## config.mk

```make
export PLATFORM = sky130hd
export DESIGN_NAME = bus_arbiter
export DESIGN_NICKNAME = d
export VERILOG_FILES = /design/src/rtl/bus_pkg.sv /design/src/rtl/bus_timeout_counter.sv /design/src/rtl/bus_arbiter.sv
export SDC_FILE = /design/constraint.sdc
export NUM_CORES = 1
export LEC_CHECK = 0
export ABC_AREA = 1
export BUFFER_PORTS_ARGS = -buffer_cell sky130_fd_sc_hd__buf_2
export CORE_ASPECT_RATIO = 0.6
export CORE_MARGIN = 3
export CORE_UTILIZATION = 45
export CTS_BUF_LIST = sky130_fd_sc_hd__clkbuf_16
export CTS_CLUSTER_DIAMETER = 50
export DETAILED_ROUTE_END_ITERATION = 6
export PLACE_DENSITY = 0.88
export RECOVER_POWER = 100
export SLEW_MARGIN = 15
export SYNTH_ARGS = -nofsm -noshare
export SYNTH_HDL_FRONTEND = slang
export SYNTH_SLANG_ARGS = --single-unit
export TNS_END_PERCENT = 30
```

## constraint.sdc

```tcl
create_clock -name clock -period 2 [get_ports clock]
set_clock_uncertainty 0.05 [all_clocks]
set_input_delay 0.1 -clock clock [delete_from_list [all_inputs] [get_ports clock]]
set_output_delay 0.1 -clock clock [all_outputs]
set_load 0.03 [all_outputs]
```

## src/rtl/bus_pkg.sv

```systemverilog
// ============================================================================
// Module  : bus_pkg
// Brief   : Shared types and constants for the fetch/execute bus arbiter.
// Revision: 1.0
// ============================================================================
`default_nettype none

package bus_pkg;

    typedef enum logic [2:0] {
        ST_IDLE   = 3'd0,
        ST_REQ_F  = 3'd1,
        ST_REQ_E  = 3'd2,
        ST_WAIT_F = 3'd3,
        ST_WAIT_E = 3'd4
    } arb_state_t;

    typedef struct packed {
        logic [31:0] addr;
        logic        write;
        logic [31:0] wdata;
        logic [3:0]  wstrb;
        logic        is_exec;
    } bus_req_t;

    localparam logic [3:0] BUS_WSTRB_ALL = 4'hF;

endpackage

`default_nettype wire

```

## src/rtl/bus_timeout_counter.sv

```systemverilog
// ============================================================================
// Module  : bus_timeout_counter
// Brief   : Counts response-wait cycles; flags the last allowed wait cycle.
// Revision: 1.0
// ============================================================================
`default_nettype none

module bus_timeout_counter #(
    parameter int TIMEOUT_CYCLES = 256
) (
    input  logic clock,
    input  logic reset,
    input  logic clear_i,
    input  logic enable_i,
    output logic expired_o
);

    localparam logic [15:0] c_LAST = 16'(TIMEOUT_CYCLES - 1);

    logic [15:0] count_q;

    always_ff @(posedge clock) begin
        if (reset || clear_i) begin
            count_q <= '0;
        end else if (enable_i) begin
            count_q <= count_q + 16'd1;
        end
    end

    // Asserted during the TIMEOUT_CYCLES-th consecutive enabled cycle.
    assign expired_o = enable_i && (count_q == c_LAST);

endmodule

`default_nettype wire

```

## src/rtl/bus_arbiter.sv

```systemverilog
// ============================================================================
// Module  : bus_arbiter
// Brief   : Shares one bus master port between fetch and execute; execute has
//           priority, bounded by a streak limit. Optional macro BUS_TIMEOUT_EN
//           adds a response timeout with error responses.
// Revision: 1.0
// ============================================================================
`default_nettype none

module bus_arbiter
    import bus_pkg::*;
#(
    parameter int MAX_EXEC_STREAK = 4,
    parameter int TIMEOUT_CYCLES  = 256
) (
    input  logic        clock,
    input  logic        reset,
    input  logic        fetch_req_valid,
    output logic        fetch_req_ready,
    input  logic [31:0] fetch_addr,
    output logic        fetch_resp_valid,
    output logic [31:0] fetch_rdata,
    output logic        fetch_resp_error,
    input  logic        exec_req_valid,
    output logic        exec_req_ready,
    input  logic [31:0] exec_addr,
    input  logic        exec_write,
    input  logic [31:0] exec_wdata,
    input  logic [3:0]  exec_wstrb,
    output logic        exec_resp_valid,
    output logic [31:0] exec_rdata,
    output logic        exec_resp_error,
    output logic        bus_valid,
    input  logic        bus_ready,
    output logic [31:0] bus_addr,
    output logic        bus_write,
    output logic [31:0] bus_wdata,
    output logic [3:0]  bus_wstrb,
    input  logic        bus_resp_valid,
    input  logic [31:0] bus_rdata
);

    localparam logic [3:0] c_STREAK_MAX = 4'(MAX_EXEC_STREAK);

    arb_state_t  state_q, state_d;
    logic [3:0]  streak_q, streak_d;
    bus_req_t    req_q, req_d;
    logic        f_valid_q, f_valid_d, e_valid_q, e_valid_d;
    logic [31:0] f_rdata_q, f_rdata_d, e_rdata_q, e_rdata_d;
    logic        grant_e, grant_f, idle, timeout_hit;

    assign idle    = (state_q == ST_IDLE);
    assign grant_e = exec_req_valid && !(fetch_req_valid && (streak_q == c_STREAK_MAX));
    assign grant_f = fetch_req_valid && !grant_e;

    assign exec_req_ready  = idle && grant_e;
    assign fetch_req_ready = idle && grant_f;

    always_comb begin
        state_d   = state_q;
        streak_d  = streak_q;
        req_d     = req_q;
        f_valid_d = 1'b0;
        f_rdata_d = '0;
        e_valid_d = 1'b0;
        e_rdata_d = '0;
        case (state_q)
            ST_IDLE: begin
                if (!fetch_req_valid || grant_f) begin
                    streak_d = '0;
                end else if (grant_e && (streak_q != c_STREAK_MAX)) begin
                    streak_d = streak_q + 4'd1;
                end
                if (grant_e) begin
                    req_d.addr    = exec_addr;
                    req_d.write   = exec_write;
                    req_d.wdata   = exec_wdata;
                    req_d.wstrb   = exec_wstrb;
                    req_d.is_exec = 1'b1;
                    state_d       = ST_REQ_E;
                end else if (grant_f) begin
                    req_d.addr    = fetch_addr;
                    req_d.write   = 1'b0;
                    req_d.wdata   = '0;
                    req_d.wstrb   = BUS_WSTRB_ALL;
                    req_d.is_exec = 1'b0;
                    state_d       = ST_REQ_F;
                end
            end
            ST_REQ_F, ST_REQ_E: begin
                if (bus_ready) begin
                    state_d = req_q.is_exec ? ST_WAIT_E : ST_WAIT_F;
                end
            end
            ST_WAIT_F: begin
                if (bus_resp_valid) begin
                    f_valid_d = 1'b1;
                    f_rdata_d = bus_rdata;
                    state_d   = ST_IDLE;
                end else if (timeout_hit) begin
                    f_valid_d = 1'b1;
                    state_d   = ST_IDLE;
                end
            end
            ST_WAIT_E: begin
                if (bus_resp_valid) begin
                    e_valid_d = 1'b1;
                    e_rdata_d = req_q.write ? 32'd0 : bus_rdata;
                    state_d   = ST_IDLE;
                end else if (timeout_hit) begin
                    e_valid_d = 1'b1;
                    state_d   = ST_IDLE;
                end
            end
            default: state_d = ST_IDLE;
        endcase
    end

    always_ff @(posedge clock) begin
        if (reset) begin
            state_q   <= ST_IDLE;
            streak_q  <= '0;
            req_q     <= '0;
            f_valid_q <= 1'b0;
            f_rdata_q <= '0;
            e_valid_q <= 1'b0;
            e_rdata_q <= '0;
        end else begin
            state_q   <= state_d;
            streak_q  <= streak_d;
            req_q     <= req_d;
            f_valid_q <= f_valid_d;
            f_rdata_q <= f_rdata_d;
            e_valid_q <= e_valid_d;
            e_rdata_q <= e_rdata_d;
        end
    end

`ifdef BUS_TIMEOUT_EN
    logic waiting, f_err_q, e_err_q;

    assign waiting = (state_q == ST_WAIT_F) || (state_q == ST_WAIT_E);

    bus_timeout_counter #(
        .TIMEOUT_CYCLES(TIMEOUT_CYCLES)
    ) u_timeout (
        .clock    (clock),
        .reset    (reset),
        .clear_i  (!waiting),
        .enable_i (waiting),
        .expired_o(timeout_hit)
    );

    // A real response arriving on the expiry cycle wins over the timeout.
    always_ff @(posedge clock) begin
        if (reset) begin
            f_err_q <= 1'b0;
            e_err_q <= 1'b0;
        end else begin
            f_err_q <= (state_q == ST_WAIT_F) && !bus_resp_valid && timeout_hit;
            e_err_q <= (state_q == ST_WAIT_E) && !bus_resp_valid && timeout_hit;
        end
    end

    assign fetch_resp_error = f_err_q;
    assign exec_resp_error  = e_err_q;
`else
    assign timeout_hit      = 1'b0;
    assign fetch_resp_error = 1'b0;
    assign exec_resp_error  = 1'b0;
`endif

    assign bus_valid        = (state_q == ST_REQ_F) || (state_q == ST_REQ_E);
    assign bus_addr         = req_q.addr;
    assign bus_write        = req_q.write;
    assign bus_wdata        = req_q.wdata;
    assign bus_wstrb        = req_q.wstrb;
    assign fetch_resp_valid = f_valid_q;
    assign fetch_rdata      = f_rdata_q;
    assign exec_resp_valid  = e_valid_q;
    assign exec_rdata       = e_rdata_q;

endmodule

`default_nettype wire

```

==> impl_metrics.env <==
export IMPL_outcome="finished clean"
export IMPL_path_class="flip-flop to output pin"
export IMPL_wl_met1_um=7150
export IMPL_wl_met3_um=1930
export IMPL_crit_path_end_kind="output pin"
export IMPL_r2r_start="streak_q[0]"
export IMPL_clock_root_buffer="clkbuf_16"
export IMPL_rsz0062_at_grt="yes"
export IMPL_ys_ff_latch=143
export IMPL_dr_pass1_iters=5
export IMPL_grt_pass1_vias=5903
export IMPL_die_x_um=151
export IMPL_hp_start="bus_ready"
export IMPL_core_region_area_sq_um=12100
export IMPL_leakagePower_uw=0.00405
export IMPL_critPathRequiredTime_ns=1.85
export IMPL_wl_met2_um=9540
export IMPL_startpoint="streak_q[0]"
export IMPL_routed_top_layer="met4"
export IMPL_cts_buffers=17
export IMPL_viasPerCell=4.75
export IMPL_io_buffers=276
export IMPL_cts_clk_slew_worst_paths_ns=0.07
export IMPL_die_y_um=92.8
export IMPL_final_common_cell="nand2_1"
export IMPL_max_freq_mhz=507
export IMPL_finalWorstSetupSlack_ns=0.0272
export IMPL_drive_above_1_share=0.179
export IMPL_postSynthCellCount=721
export IMPL_num_rows=31
export IMPL_ctsLongestPathBuffers=2
export IMPL_endpoint="fetch_req_ready"
export IMPL_fill_cells=919
export IMPL_drv_slew=0
export IMPL_start_util=0.465
export IMPL_finalCritPeriodShare=0.986
export IMPL_regToRegSetupSlack_ns=0.20
export IMPL_dp_slack_ns=0.305
export IMPL_antenna_found_initial=0
export IMPL_worstHoldPathCells=6
export IMPL_cts_tree="done"
export IMPL_yosysSeqAreaShare=0.507
export IMPL_antenna_left=0
export IMPL_clock_latency_ns=0.40
export IMPL_grt_pass1_wl_um=29000
export IMPL_cp_max_fo=11
export IMPL_drt_iter0_markers=367
export IMPL_grt_overflow=0
export IMPL_worst_hold_path_type="input port to flip-flop"
export IMPL_io_pins=279
export IMPL_final_util=0.698
export IMPL_grt_start_max_net_pins=41
export IMPL_route_vias_total=5896
export IMPL_finalSetupViolCount=0
export IMPL_area_growth_pct=50.1
export IMPL_critPathArrivalTime_ns=1.82
export IMPL_routed_wl_um=19200
export IMPL_dp_hpwl_um=10900
export IMPL_die_area_sq_um=14000
export IMPL_p_per_area_nw_per_um2=1240
export IMPL_gp_congestion=0.861
export IMPL_tightest_slew_ns=0.731
export IMPL_p_total_uw=10500
export IMPL_rr_endpoint="bus_addr[24]"
export IMPL_finalHoldViolations=0
export IMPL_yosys_warnings=0
export IMPL_setup_worst_path_start_class="flip-flop"
export IMPL_final_nets=1205
export IMPL_avgSynthCellArea_sq_um=7.83
export IMPL_htree_levels=4
export IMPL_drc_errors=0
export IMPL_hold_slack_ns=0.0904
export IMPL_antenna_cells=0
export IMPL_wl_per_cell_um=15.5
export IMPL_final_cell_mix="nand2_1, dfxtp_1, buf_2"
export IMPL_ir_worst_vdd_v=0.000636
export IMPL_tns_ns=0
export IMPL_synth_area_sq_um=5650
export IMPL_layout_min_cycle_time_ns=1.97
export IMPL_max_cap_violations=0
export IMPL_cts_sinks=143
export IMPL_relSlewSlack=0.512
export IMPL_synth_distinct_cells=24
export IMPL_reg2reg_depth=9
export IMPL_grtUsageTotal=0.262
[routing by layer]
metal  vias up  track usage
li1       2817            -
met1      2682        0.281
met2       345        0.475
met3        52       0.0846
met4         0        0.110
met5         -            0
[critical path, stage by stage, from the launching register on]
cell	delay (ns)
dfxtp_1	0.32
inv_1	0.12
ha_1	0.16
nand4_1	0.13
nand2_2	0.16
buf_6	0.17
nand2_1	0.10
nor2_1	0.10
buf_4	0.17
[kinds of logic (layout without fill, tap and decap cells)]
kind of cell | Yosys count | after routing | synth area share
xor+xnor | 2 | 2 | 0.00310
flops | 143 | 143 | 0.507
fa+ha+maj | 2 | 2 | 0.00443
compound gates | 74 | 74 | 0.0802
other cells | 1 | 2 | 0.000664
buf+inv | 184 | 539 | 0.178
simple gates | 315 | 315 | 0.227
[how the worst min path moves through the flow]
stage                      end  slack, ns
3_3_place_gp      bus_wstrb[1]       0.26
3_5_place_dp    fetch_rdata[8]       0.29
2_1_floorplan  exec_resp_valid       0.13
5_1_grt             state_q[2]       0.14
4_1_cts             state_q[2]       0.06
6_report            state_q[2]       0.09
[synthesized netlist by cell type]
| cell type | count | area share |
|---|---|---|
| a21oi_1 | 36 | 0.032 |
| buf_2 | 17 | 0.015 |
| buf_4 | 74 | 0.098 |
| buf_6 | 2 | 0.0040 |
| clkbuf_1 | 10 | 0.0066 |
| conb_1 | 1 | 0.00066 |
| dfxtp_1 | 143 | 0.51 |
| ha_1 | 2 | 0.0044 |
| inv_1 | 78 | 0.052 |
| inv_2 | 3 | 0.0020 |
| nand2_1 | 185 | 0.12 |
| nand2_2 | 1 | 0.0011 |
| nand2_4 | 1 | 0.0020 |
| nand3_1 | 36 | 0.032 |
| nand4_1 | 4 | 0.0044 |
| nor2_1 | 82 | 0.055 |
| nor2_2 | 1 | 0.0011 |
| nor2_4 | 2 | 0.0040 |
| nor3_1 | 1 | 0.00089 |
| nor3_2 | 2 | 0.0035 |
| o211ai_1 | 1 | 0.0013 |
| o21a_1 | 32 | 0.043 |
| o21ai_0 | 5 | 0.0044 |
| xor2_1 | 2 | 0.0031 |
[through the flow]
| step | cells | area (sq um) |
|---|---|---|
| after floorplan | 722 | 5650 |
| after global placement | 1069 | 6620 |
| after detailed placement | 1069 | 6620 |
| after CTS | 1237 | 8620 |
| after global routing | 1242 | 8470 |
| final | 1242 | 8470 |
[flip-flops by register name (all words and copies together) (netlist names)]
name / flops
bus_addr: 32
bus_wdata: 32
exec_rdata: 32
fetch_rdata: 32
bus_wstrb: 4
streak_q: 4
state_q: 3
bus_write: 1
exec_resp_valid: 1
fetch_resp_valid: 1
req_q: 1
[where the power goes]
group,internal (uW),leakage [uW],switching (uW),total (uW)
Sequential,3340,0.00117,280,3620
Combinational,1110,0.00258,2490,3600
Clock,1840,0.000309,1470,3300
[cell type report]
type	instances	area, sq um	share of cell area
Sequential cell	143	2860	0.338
Timing Repair Buffer	426	2690	0.318
Multi-Input combinational cell	395	1770	0.209
Clock buffer	17	425	0.0502
Inverter	81	304	0.0359
Clock inverter	15	210	0.0248
Tap cell	165	206	0.0244
[what timing repair did]
action                                 CTS  global route
setup endpoints to repair                1             2
hold buffers                           136             0
pin swaps                                0             1
resized for setup                        2             0
cloned                                   0             0
endpoints found under the hold margin  137             0
buffers inserted                         0             5
Note: power is estimated with default switching activity, not from simulation.
